--- config.mk ---
export PLATFORM = sky130hd
export DESIGN_NAME = hazard_forward_unit_flat
export DESIGN_NICKNAME = d
export VERILOG_FILES = /design/src/rtl/hazard_forward_unit_pkg.sv /design/src/rtl/hazard_forward_unit_if.sv /design/src/rtl/hazard_forward_unit_fwd_select.sv /design/src/rtl/hazard_forward_unit.sv /design/src/flat_wrapper.sv
export SDC_FILE = /design/constraint.sdc
export NUM_CORES = 1
export LEC_CHECK = 0
export CORE_MARGIN = 3
export CORE_UTILIZATION = 28
export DETAILED_ROUTE_END_ITERATION = 16
export GPL_TIMING_DRIVEN = 0
export SLEW_MARGIN = 10
export SYNTH_ARGS = -nofsm -noshare
export SYNTH_HDL_FRONTEND = slang
export SYNTH_HIERARCHICAL = 1
export SYNTH_SLANG_ARGS = --single-unit
--- constraint.sdc ---
create_clock -name clk -period 2.05 [get_ports clk]
set_input_delay 0.41 -clock clk [delete_from_list [all_inputs] [get_ports clk]]
set_output_delay 0.41 -clock clk [all_outputs]
set_load 0.02 [all_outputs]
--- src/rtl/hazard_forward_unit_pkg.sv ---
`default_nettype none
// ============================================================================
// Module      : hazard_forward_unit_pkg
// Description : Shared constants and types for the EX-stage forwarding and
//               load-use hazard unit.
// Revision    : 1.0 - initial release
// ============================================================================
package hazard_forward_unit_pkg;

    // Register address width of the integer register file
    localparam int REG_W = 5;

    // Hard-wired zero register; never a forwarding source or a hazard
    localparam logic [REG_W-1:0] REG_ZERO = '0;

    // Operand-mux select encoding; bit 1 dominates inside the mux
    typedef logic [1:0] fwd_sel_t;

    localparam fwd_sel_t FWD_REGFILE = 2'b00;
    localparam fwd_sel_t FWD_EXMEM   = 2'b01;
    localparam fwd_sel_t FWD_MEMWB   = 2'b10;

endpackage : hazard_forward_unit_pkg
`default_nettype wire

--- src/rtl/hazard_forward_unit_if.sv ---
`default_nettype none
// ============================================================================
// Module      : hazard_forward_unit_if
// Description : ID-stage hazard inputs plus stall and operand-mux select
//               outputs of the forwarding unit.
// Revision    : 1.0 - initial release
// ============================================================================
interface hazard_forward_unit_if #(
    parameter int REG_W = 5,
    parameter int CNT_W = 16
);

    logic [REG_W-1:0] id_rs;
    logic [REG_W-1:0] id_rt;
    logic             id_uses_rs;
    logic             id_uses_rt;
    logic [REG_W-1:0] id_dest;
    logic             id_reg_write;
    logic             id_mem_read;
    logic             flush;
    logic             stall;
    logic [1:0]       fwd_a_sel;
    logic [1:0]       fwd_b_sel;
    logic [CNT_W-1:0] stall_count;

    // Forwarding unit: produces the stall and mux selects
    modport master (
        input  id_rs, id_rt, id_uses_rs, id_uses_rt, id_dest,
        input  id_reg_write, id_mem_read, flush,
        output stall, fwd_a_sel, fwd_b_sel, stall_count
    );

    // Pipeline datapath: feeds ID fields and consumes the selects
    modport slave (
        output id_rs, id_rt, id_uses_rs, id_uses_rt, id_dest,
        output id_reg_write, id_mem_read, flush,
        input  stall, fwd_a_sel, fwd_b_sel, stall_count
    );

endinterface : hazard_forward_unit_if
`default_nettype wire

--- src/rtl/hazard_forward_unit_fwd_select.sv ---
`default_nettype none
// ============================================================================
// Module      : fwd_select
// Description : Priority compare for one EX operand: newest producer (MEM)
//               beats WB, register zero never forwards.
// Revision    : 1.0 - initial release
// ============================================================================
module fwd_select #(
    parameter int REG_W = 5
) (
    input  wire logic [REG_W-1:0] i_ex_src,
    input  wire logic             i_ex_uses,
    input  wire logic [REG_W-1:0] i_mem_dest,
    input  wire logic             i_mem_reg_write,
    input  wire logic [REG_W-1:0] i_wb_dest,
    input  wire logic             i_wb_reg_write,
    output logic      [1:0]       o_sel
);
    import hazard_forward_unit_pkg::*;

    localparam logic [REG_W-1:0] c_zero = REG_W'(REG_ZERO);

    logic w_mem_hit;
    logic w_wb_hit;

    assign w_mem_hit = i_ex_uses && i_mem_reg_write &&
                       (i_mem_dest != c_zero) && (i_mem_dest == i_ex_src);
    assign w_wb_hit  = i_ex_uses && i_wb_reg_write &&
                       (i_wb_dest != c_zero) && (i_wb_dest == i_ex_src);

    // Pick the youngest in-flight producer of the EX source register
    always_comb begin
        o_sel = FWD_REGFILE;
        if (w_mem_hit) begin
            o_sel = FWD_EXMEM;
        end else if (w_wb_hit) begin
            o_sel = FWD_MEMWB;
        end
    end

endmodule : fwd_select
`default_nettype wire

--- src/rtl/hazard_forward_unit.sv ---
`default_nettype none
// ============================================================================
// Module      : hazard_forward_unit
// Description : Shadow EX/MEM/WB pipeline of register-write info, operand
//               forwarding selects and one-cycle load-use stall with counter.
// Revision    : 1.0 - initial release
// ============================================================================
module hazard_forward_unit #(
    parameter int REG_W = 5,
    parameter int CNT_W = 16
) (
    input wire logic              clk,
    input wire logic              rst_n,
    hazard_forward_unit_if.master bus
);
    import hazard_forward_unit_pkg::*;

    localparam logic [REG_W-1:0] c_zero    = REG_W'(REG_ZERO);
    localparam logic [CNT_W-1:0] c_cnt_max = {CNT_W{1'b1}};

    // EX shadow
    logic [REG_W-1:0] r_ex_rs;
    logic [REG_W-1:0] r_ex_rt;
    logic             r_ex_uses_rs;
    logic             r_ex_uses_rt;
    logic [REG_W-1:0] r_ex_dest;
    logic             r_ex_reg_write;
    logic             r_ex_mem_read;
    // MEM / WB shadow
    logic [REG_W-1:0] r_mem_dest;
    logic             r_mem_reg_write;
    logic [REG_W-1:0] r_wb_dest;
    logic             r_wb_reg_write;

    logic [CNT_W-1:0] r_stall_count;

    logic w_load_use;
    logic w_stall;
    logic w_bubble;
    logic [1:0] w_fwd_a;
    logic [1:0] w_fwd_b;

    // Load in EX whose destination is read by the instruction in ID
    assign w_load_use = r_ex_mem_read && r_ex_reg_write && (r_ex_dest != c_zero) &&
                        ((bus.id_uses_rs && (bus.id_rs == r_ex_dest)) ||
                         (bus.id_uses_rt && (bus.id_rt == r_ex_dest)));

    // A flushed ID instruction is discarded, so it never counts as a stall
    assign w_stall  = w_load_use && !bus.flush;
    assign w_bubble = w_load_use || bus.flush;

    // Advance the shadow pipeline, inserting a bubble into EX when needed
    always_ff @(posedge clk) begin
        if (!rst_n) begin
            r_ex_rs         <= '0;
            r_ex_rt         <= '0;
            r_ex_uses_rs    <= 1'b0;
            r_ex_uses_rt    <= 1'b0;
            r_ex_dest       <= '0;
            r_ex_reg_write  <= 1'b0;
            r_ex_mem_read   <= 1'b0;
            r_mem_dest      <= '0;
            r_mem_reg_write <= 1'b0;
            r_wb_dest       <= '0;
            r_wb_reg_write  <= 1'b0;
        end else begin
            r_ex_rs         <= bus.id_rs;
            r_ex_rt         <= bus.id_rt;
            r_ex_dest       <= bus.id_dest;
            r_ex_uses_rs    <= bus.id_uses_rs   && !w_bubble;
            r_ex_uses_rt    <= bus.id_uses_rt   && !w_bubble;
            r_ex_reg_write  <= bus.id_reg_write && !w_bubble;
            r_ex_mem_read   <= bus.id_mem_read  && !w_bubble;
            r_mem_dest      <= r_ex_dest;
            r_mem_reg_write <= r_ex_reg_write;
            r_wb_dest       <= r_mem_dest;
            r_wb_reg_write  <= r_mem_reg_write;
        end
    end

    // Saturating count of stall cycles
    always_ff @(posedge clk) begin
        if (!rst_n) begin
            r_stall_count <= '0;
        end else if (w_stall && (r_stall_count != c_cnt_max)) begin
            r_stall_count <= r_stall_count + CNT_W'(1);
        end
    end

    fwd_select #(.REG_W(REG_W)) u_fwd_a (
        .i_ex_src        (r_ex_rs),
        .i_ex_uses       (r_ex_uses_rs),
        .i_mem_dest      (r_mem_dest),
        .i_mem_reg_write (r_mem_reg_write),
        .i_wb_dest       (r_wb_dest),
        .i_wb_reg_write  (r_wb_reg_write),
        .o_sel           (w_fwd_a)
    );

    fwd_select #(.REG_W(REG_W)) u_fwd_b (
        .i_ex_src        (r_ex_rt),
        .i_ex_uses       (r_ex_uses_rt),
        .i_mem_dest      (r_mem_dest),
        .i_mem_reg_write (r_mem_reg_write),
        .i_wb_dest       (r_wb_dest),
        .i_wb_reg_write  (r_wb_reg_write),
        .o_sel           (w_fwd_b)
    );

    assign bus.stall       = w_stall;
    assign bus.fwd_a_sel   = w_fwd_a;
    assign bus.fwd_b_sel   = w_fwd_b;
    assign bus.stall_count = r_stall_count;

endmodule : hazard_forward_unit
`default_nettype wire

--- src/flat_wrapper.sv ---
// flat-port wrapper written by rule: the top's interface ports become plain ports
module hazard_forward_unit_flat import hazard_forward_unit_pkg::*;
#(
    parameter int REG_W = 5,
    parameter int CNT_W = 16
)
  (clk, rst_n, bus_id_rs, bus_id_rt, bus_id_uses_rs, bus_id_uses_rt, bus_id_dest, bus_id_reg_write, bus_id_mem_read, bus_flush, bus_stall, bus_fwd_a_sel, bus_fwd_b_sel, bus_stall_count);
  hazard_forward_unit_if #(.REG_W(REG_W), .CNT_W(CNT_W)) bus_i ();
  input wire logic clk;
  input wire logic rst_n;
  input wire logic [$bits(bus_i.id_rs)-1:0] bus_id_rs;
  input wire logic [$bits(bus_i.id_rt)-1:0] bus_id_rt;
  input wire logic [$bits(bus_i.id_uses_rs)-1:0] bus_id_uses_rs;
  input wire logic [$bits(bus_i.id_uses_rt)-1:0] bus_id_uses_rt;
  input wire logic [$bits(bus_i.id_dest)-1:0] bus_id_dest;
  input wire logic [$bits(bus_i.id_reg_write)-1:0] bus_id_reg_write;
  input wire logic [$bits(bus_i.id_mem_read)-1:0] bus_id_mem_read;
  input wire logic [$bits(bus_i.flush)-1:0] bus_flush;
  output wire logic [$bits(bus_i.stall)-1:0] bus_stall;
  output wire logic [$bits(bus_i.fwd_a_sel)-1:0] bus_fwd_a_sel;
  output wire logic [$bits(bus_i.fwd_b_sel)-1:0] bus_fwd_b_sel;
  output wire logic [$bits(bus_i.stall_count)-1:0] bus_stall_count;
  assign bus_i.id_rs = bus_id_rs;
  assign bus_i.id_rt = bus_id_rt;
  assign bus_i.id_uses_rs = bus_id_uses_rs;
  assign bus_i.id_uses_rt = bus_id_uses_rt;
  assign bus_i.id_dest = bus_id_dest;
  assign bus_i.id_reg_write = bus_id_reg_write;
  assign bus_i.id_mem_read = bus_id_mem_read;
  assign bus_i.flush = bus_flush;
  assign bus_stall = bus_i.stall;
  assign bus_fwd_a_sel = bus_i.fwd_a_sel;
  assign bus_fwd_b_sel = bus_i.fwd_b_sel;
  assign bus_stall_count = bus_i.stall_count;
  hazard_forward_unit #(.REG_W(REG_W), .CNT_W(CNT_W)) u_core (.clk(clk), .rst_n(rst_n), .bus(bus_i));
endmodule
==> impl_metrics.toml, run 1 <==
[placement]
placed_area_sq_um = 2750
dp.cells = 372
gp_congestion = 0.855
io_buffers = 42
dp_hpwl_microns = 4100
place_ws_ns = -0.817

[pwr]
p_leak_uw = 0.00110
ir_worst_vdd_mv = 0.245
pwr_density_cell_nw_per_um2 = 600

[synthesis]
syn_area_sq_um = 2210
yosys.area.top_type = "dfxtp_1"
ys_top_cells_by_area = "dfxtp_1, xnor2_1, and2_1"
synth_cell_type_count = 39
synth_nets = 254
synth-seq-cells = 47
synth_top_flop_cell = "dfxtp_1"
syn_avg_cell_area_sq_um = 9.56
synth_cells = 231
async_flop_share_pct = 0
synth_common_cells = "dfxtp_1, and2_1, xnor2_1, a21oi_1, nand2_1"
post-synth-top-count-cell = "dfxtp_1"
synth_edf_count = 0
ys_seq_area_share_pct = 42.6
synth_top_area_share_pct = 42.6
yosys_warnings = 6

[critical_path]
crit_path_start_kind = "flip-flop"
required_ns = 1.64
crit_type = "reg2out"
r2r_slack_ns = 0.10
cp_max_fo = 4
end_kind = "output pin"
arrival_ns = 1.66

[routing]
drtIter0Drc = 57
wire_per_inst_microns = 15.0
vias = 1937
ant_nets = 0
via_per_inst = 4.95
first_pass_iters = 4
drc = 0
wl_microns = 5860

[global_route]
grt_max_degree = 16
grt_pass1_vias = 1967
grtUsageTotal_pct = 13.2
grt_pass1_wl_microns = 9450
overflow = 0
grt_antenna_before_repair = 0

[floorplanning]
fp.dieH_microns = 94.8
rows = 31
core-area_sq_um = 7450
die_area_sq_um = 8990
start_util_pct = 29.7
boundaryPins = 43
die_w_microns = 94.8

[cells_and_area]
fin_area_sq_um = 3160
num_antenna_cells = 0
fillers = 746
finalNonFillerCells = 391
nets = 314
syn_to_final_growth_pct = 43.1
drive_gt1_share_pct = 24.7

[clock_network]
clkSinkCount = 47
holdBufCountCts = 0
ctsRootBufferMaster = "clkbuf_8"
clock_latency_ns = 0.30
cts_buffers = 5
clk_path_buf_depth = 2
cts_tree = "built"
cts.clk_slew.worst_paths_ns = 0.09
h-tree-depth = 2

[flow_run]
maxCapViolCount = 0

[timing]
rsz0062_at_grt = "true"
slew_violations = 0
hold_violations = 0
worst_slack_ns = -0.0243
whs_ns = 0.374
post-route-period-util_pct = 101
period_minus_slack_ns = 2.07
timing.setup.tns_ns = -0.0243
fmax_ghz = 0.482
max_slew_margin_pct = 71.1
skew_ns = 0.0103
worst_pin_slew_ns = 0.432
setup_viol = 1

[status]
violations = "setup timing"
outcome = "finished, violations left"

[hold_path]
min_path_type = "in2reg"
-- per-layer routing --
| layer | share of wire [%] | track usage [%] | wire length (microns) |
|---|---|---|---|
| met5 | 0 | 0 | 0 |
| met4 | 0.53 | 3.13 | 31 |
| met3 | 4.3 | 2.55 | 251 |
| met2 | 52 | 22.8 | 3040 |
| met1 | 43 | 16.9 | 2530 |
-- power breakdown --
group / total [uW] / internal, uW / switching (uW)
clock: 716 / 401 / 315
combinational: 207 / 117 / 90.5
sequential: 973 / 938 / 34.3
total: 1900 / 1460 / 440
-- path summary, 6_finish.rpt --
kind	endpoint	cells after the start	startpoint
worst max-delay path	bus_fwd_b_sel[0]	5	u_core/r_mem_dest[0]$_SDFF_PN0_
worst min-delay path	u_core/r_ex_rt[0]$_SDFF_PN0_	2	bus_id_rt[0]
worst max register to register	u_core/bus.stall_count[0]$_SDFFE_PN0P_	6	u_core/r_ex_dest[3]$_SDFF_PN0_
worst min register to register	u_core/r_mem_reg_write$_SDFF_PN0_	1	u_core/r_ex_reg_write$_SDFF_PN0_
-- flip-flops by register name (all words and copies together), names as in the netlist, 5 cells and up --
name	count
u_core/r_ex_dest	5
u_core/r_ex_rs	5
u_core/r_ex_rt	5
u_core/bus.stall_count	16
u_core/r_wb_dest	5
u_core/r_mem_dest	5
-- through the flow --
stage          total power, uW  utilization [%]
2_1_floorplan             1080                -
3_3_place_gp              1160             37.0
3_5_place_dp              1160             37.0
4_1_cts                   1890             39.8
5_1_grt                   1980             42.4
6_report                  1900             42.4
-- critical path, cell delays in order, from the launching register on --
cell and delay, ns:
dfxtp_4 0.37, xnor2_2 0.20, nand3_2 0.12, a2111oi_4 0.40, buf_4 0.18, buf_6 0.10
-- what timing repair did --
action / CTS / global route
hold endpoints to repair: 0 / 0
buffers inserted: 3 / 8
gates resized for setup: 48 / 29
setup endpoints to repair: 14 / 16
pin swaps: 8 / 17
-- placed cells by master (no fill, tap or decap), types with 6 or more instances in the layout --
master / count
clkdlybuf4s50_1: 27
nand2_1: 10
or4_1: 10
dfxtp_1: 36
nand3_1: 7
nand4_1: 10
buf_6: 10
xnor2_2: 6
o31ai_1: 9
clkbuf_8: 6
inv_1: 7
xnor2_1: 17
and2_1: 30
a21oi_1: 12
buf_4: 12
dfxtp_2: 8
-- cells by family (layout without fill, tap and decap cells) --
group | after synthesis | in the layout | synth area share, %
compound gates | 44 | 44 | 15.8
xor+xnor | 26 | 26 | 10.3
fa+ha+maj | 1 | 1 | 0.566
flops | 47 | 47 | 42.6
simple gates | 94 | 94 | 25.6
buf+inv | 19 | 80 | 5.10
-- cell type report --
| cell class | instances | area [sq um] | area share [%] |
|---|---|---|---|
| inverter | 9 | 33.8 | 1.07 |
| clock buffer | 6 | 82.6 | 2.61 |
| tap | 99 | 124 | 3.92 |
| buffer | 10 | 78.8 | 2.50 |
| clock inverter | 2 | 38.8 | 1.23 |
| multi-input combinational | 165 | 1310 | 41.4 |
| sequential | 47 | 962 | 30.5 |
| timing repair buffer | 53 | 532 | 16.8 |
(Power assumes the default switching activity.)
==> run 2: changes to the inputs <==
- CORE_MARGIN: 3 -> 5
==> impl_metrics.toml, run 2 (synthesized netlist as in run 1, its figures left out) <==
[routing]
wl_microns = 5670
drtIter0Drc = 44
ant_nets = 0
drc = 0
wire_per_inst_microns = 14.5
via_per_inst = 4.84
first_pass_iters = 4
vias = 1887

[floorplanning]
die_w_microns = 98.8
boundaryPins = 43
core-area_sq_um = 7690
rows = 32
fp.dieH_microns = 98.8
die_area_sq_um = 9760
start_util_pct = 28.7

[critical_path]
crit_path_start_kind = "flip-flop"
r2r_end = "u_core/bus.stall_count[9]$_SDFFE_PN0P_"
r2r-start = "u_core/bus.stall_count[1]$_SDFFE_PN0P_"
end_kind = "output pin"
cp_max_fo = 5
r2r_slack_ns = 0.16
startpoint = "u_core/r_mem_dest[1]$_SDFF_PN0_"
required_ns = 1.64
rr_worst_depth = 7
crit_type = "reg2out"
arrival_ns = 1.60
crit_path_end = "bus_fwd_a_sel[0]"

[timing]
setup_viol = 0
worst_slack_ns = 0.0444
post-route-period-util_pct = 97.8
fmax_ghz = 0.499
rsz0062_at_grt = "true"
slew_violations = 0
skew_ns = 0.00855
period_minus_slack_ns = 2.01
timing.setup.tns_ns = 0
max_slew_margin_pct = 75.7
worst_pin_slew_ns = 0.362
hold_violations = 0

[clock_network]
cts_tree = "built"
ctsRootBufferMaster = "clkbuf_8"
clock_latency_ns = 0.30
cts_buffers = 5
cts.clk_slew.worst_paths_ns = 0.09
h-tree-depth = 2
clkSinkCount = 47
clk_path_buf_depth = 2

[cells_and_area]
syn_to_final_growth_pct = 39.5
nets = 311
fin_area_sq_um = 3080
drive_gt1_share_pct = 24.3
final_common_cell = "dfxtp_1"
final_cell_mix = "dfxtp_1, and2_1, clkdlybuf4s50_1, xnor2_1, a21oi_1"
fillers = 808
num_antenna_cells = 0
largest_register_ffs = 16
final-seq-area_sq_um = 965
multi_input_area_sq_um = 1310

[status]
outcome = "completed"

[placement]
placed_area_sq_um = 2760
gp_congestion = 0.811
place_ws_ns = -0.821
dp_hpwl_microns = 4230
io_buffers = 42

[pwr]
p_leak_uw = 0.00105
ir_worst_vdd_mv = 0.230
pwr_density_cell_nw_per_um2 = 551

[global_route]
grtUsageTotal_pct = 12.2
grt_pass1_wl_microns = 9640
overflow = 0
grt_antenna_before_repair = 0
grt_max_degree = 15
grt_pass1_vias = 2003

[hold_path]
min_path_type = "in2reg"

[flow_run]
maxCapViolCount = 0
## run 2: metrics by stage
stage | utilization (%) | hold slack [ns] | power [uW] | instances
3_3_place_gp | 35.9 | 0.449 | 1160 | 375
6_report | 40.1 | 0.416 | 1700 | 390
5_1_grt | 40.1 | 0.433 | 1780 | 390
2_1_floorplan | - | 0.430 | 1080 | 231
4_1_cts | 39.0 | 0.476 | 1720 | 386
3_5_place_dp | 35.9 | 0.457 | 1160 | 375
## run 2: final cells by class
| cell class | count | area share [%] |
|---|---|---|
| tap | 102 | 4.14 |
| clock inverter | 2 | 0.447 |
| buffer | 10 | 2.56 |
| clock buffer | 5 | 2.23 |
| sequential | 47 | 31.3 |
| multi-input combinational | 165 | 42.6 |
| inverter | 9 | 1.10 |
| timing repair buffer | 50 | 15.6 |
## run 2: what timing repair did
item,in CTS,in global routing
hold buffers,0,0
pin swaps,11,8
buffers inserted,4,4
endpoints found under the setup margin,14,14
gates resized for setup,60,19
## run 2: routing by layer
layer | vias up | track usage (%) | part of all wire, %
met2 | 42 | 21.6 | 52
met5 | - | 0 | 0
met1 | 893 | 14.5 | 42
met3 | 6 | 3.33 | 4.6
li1 | 946 | - | -
met4 | 0 | 3.26 | 1.1
## run 2: critical path: stages (launching register included)
cell       delay, ns
dfxtp_4         0.42
buf_4           0.14
o41ai_4         0.06
a2111oi_4       0.40
buf_4           0.17
buf_6           0.10
## run 2: report_power, final
part / internal [uW] / switching (uW) / leakage [uW]
clock: 233 / 293 / 0.0000440
sequential: 938 / 36.8 / 0.000389
combinational: 112 / 84.9 / 0.000614
## run 2: worst min path at each step
stage                                     start                                 to  slack (ns)  cells past startpoint
4_1_cts        u_core/r_ex_reg_write$_SDFF_PN0_  u_core/r_mem_reg_write$_SDFF_PN0_        0.48                      1
6_report                           bus_id_rs[1]       u_core/r_ex_rs[1]$_SDFF_PN0_        0.42                      2
3_3_place_gp   u_core/r_ex_reg_write$_SDFF_PN0_  u_core/r_mem_reg_write$_SDFF_PN0_        0.45                      1
5_1_grt                            bus_id_rs[1]       u_core/r_ex_rs[1]$_SDFF_PN0_        0.43                      2
3_5_place_dp   u_core/r_ex_reg_write$_SDFF_PN0_  u_core/r_mem_reg_write$_SDFF_PN0_        0.46                      1
2_1_floorplan  u_core/r_ex_reg_write$_SDFF_PN0_  u_core/r_mem_reg_write$_SDFF_PN0_        0.43                      1
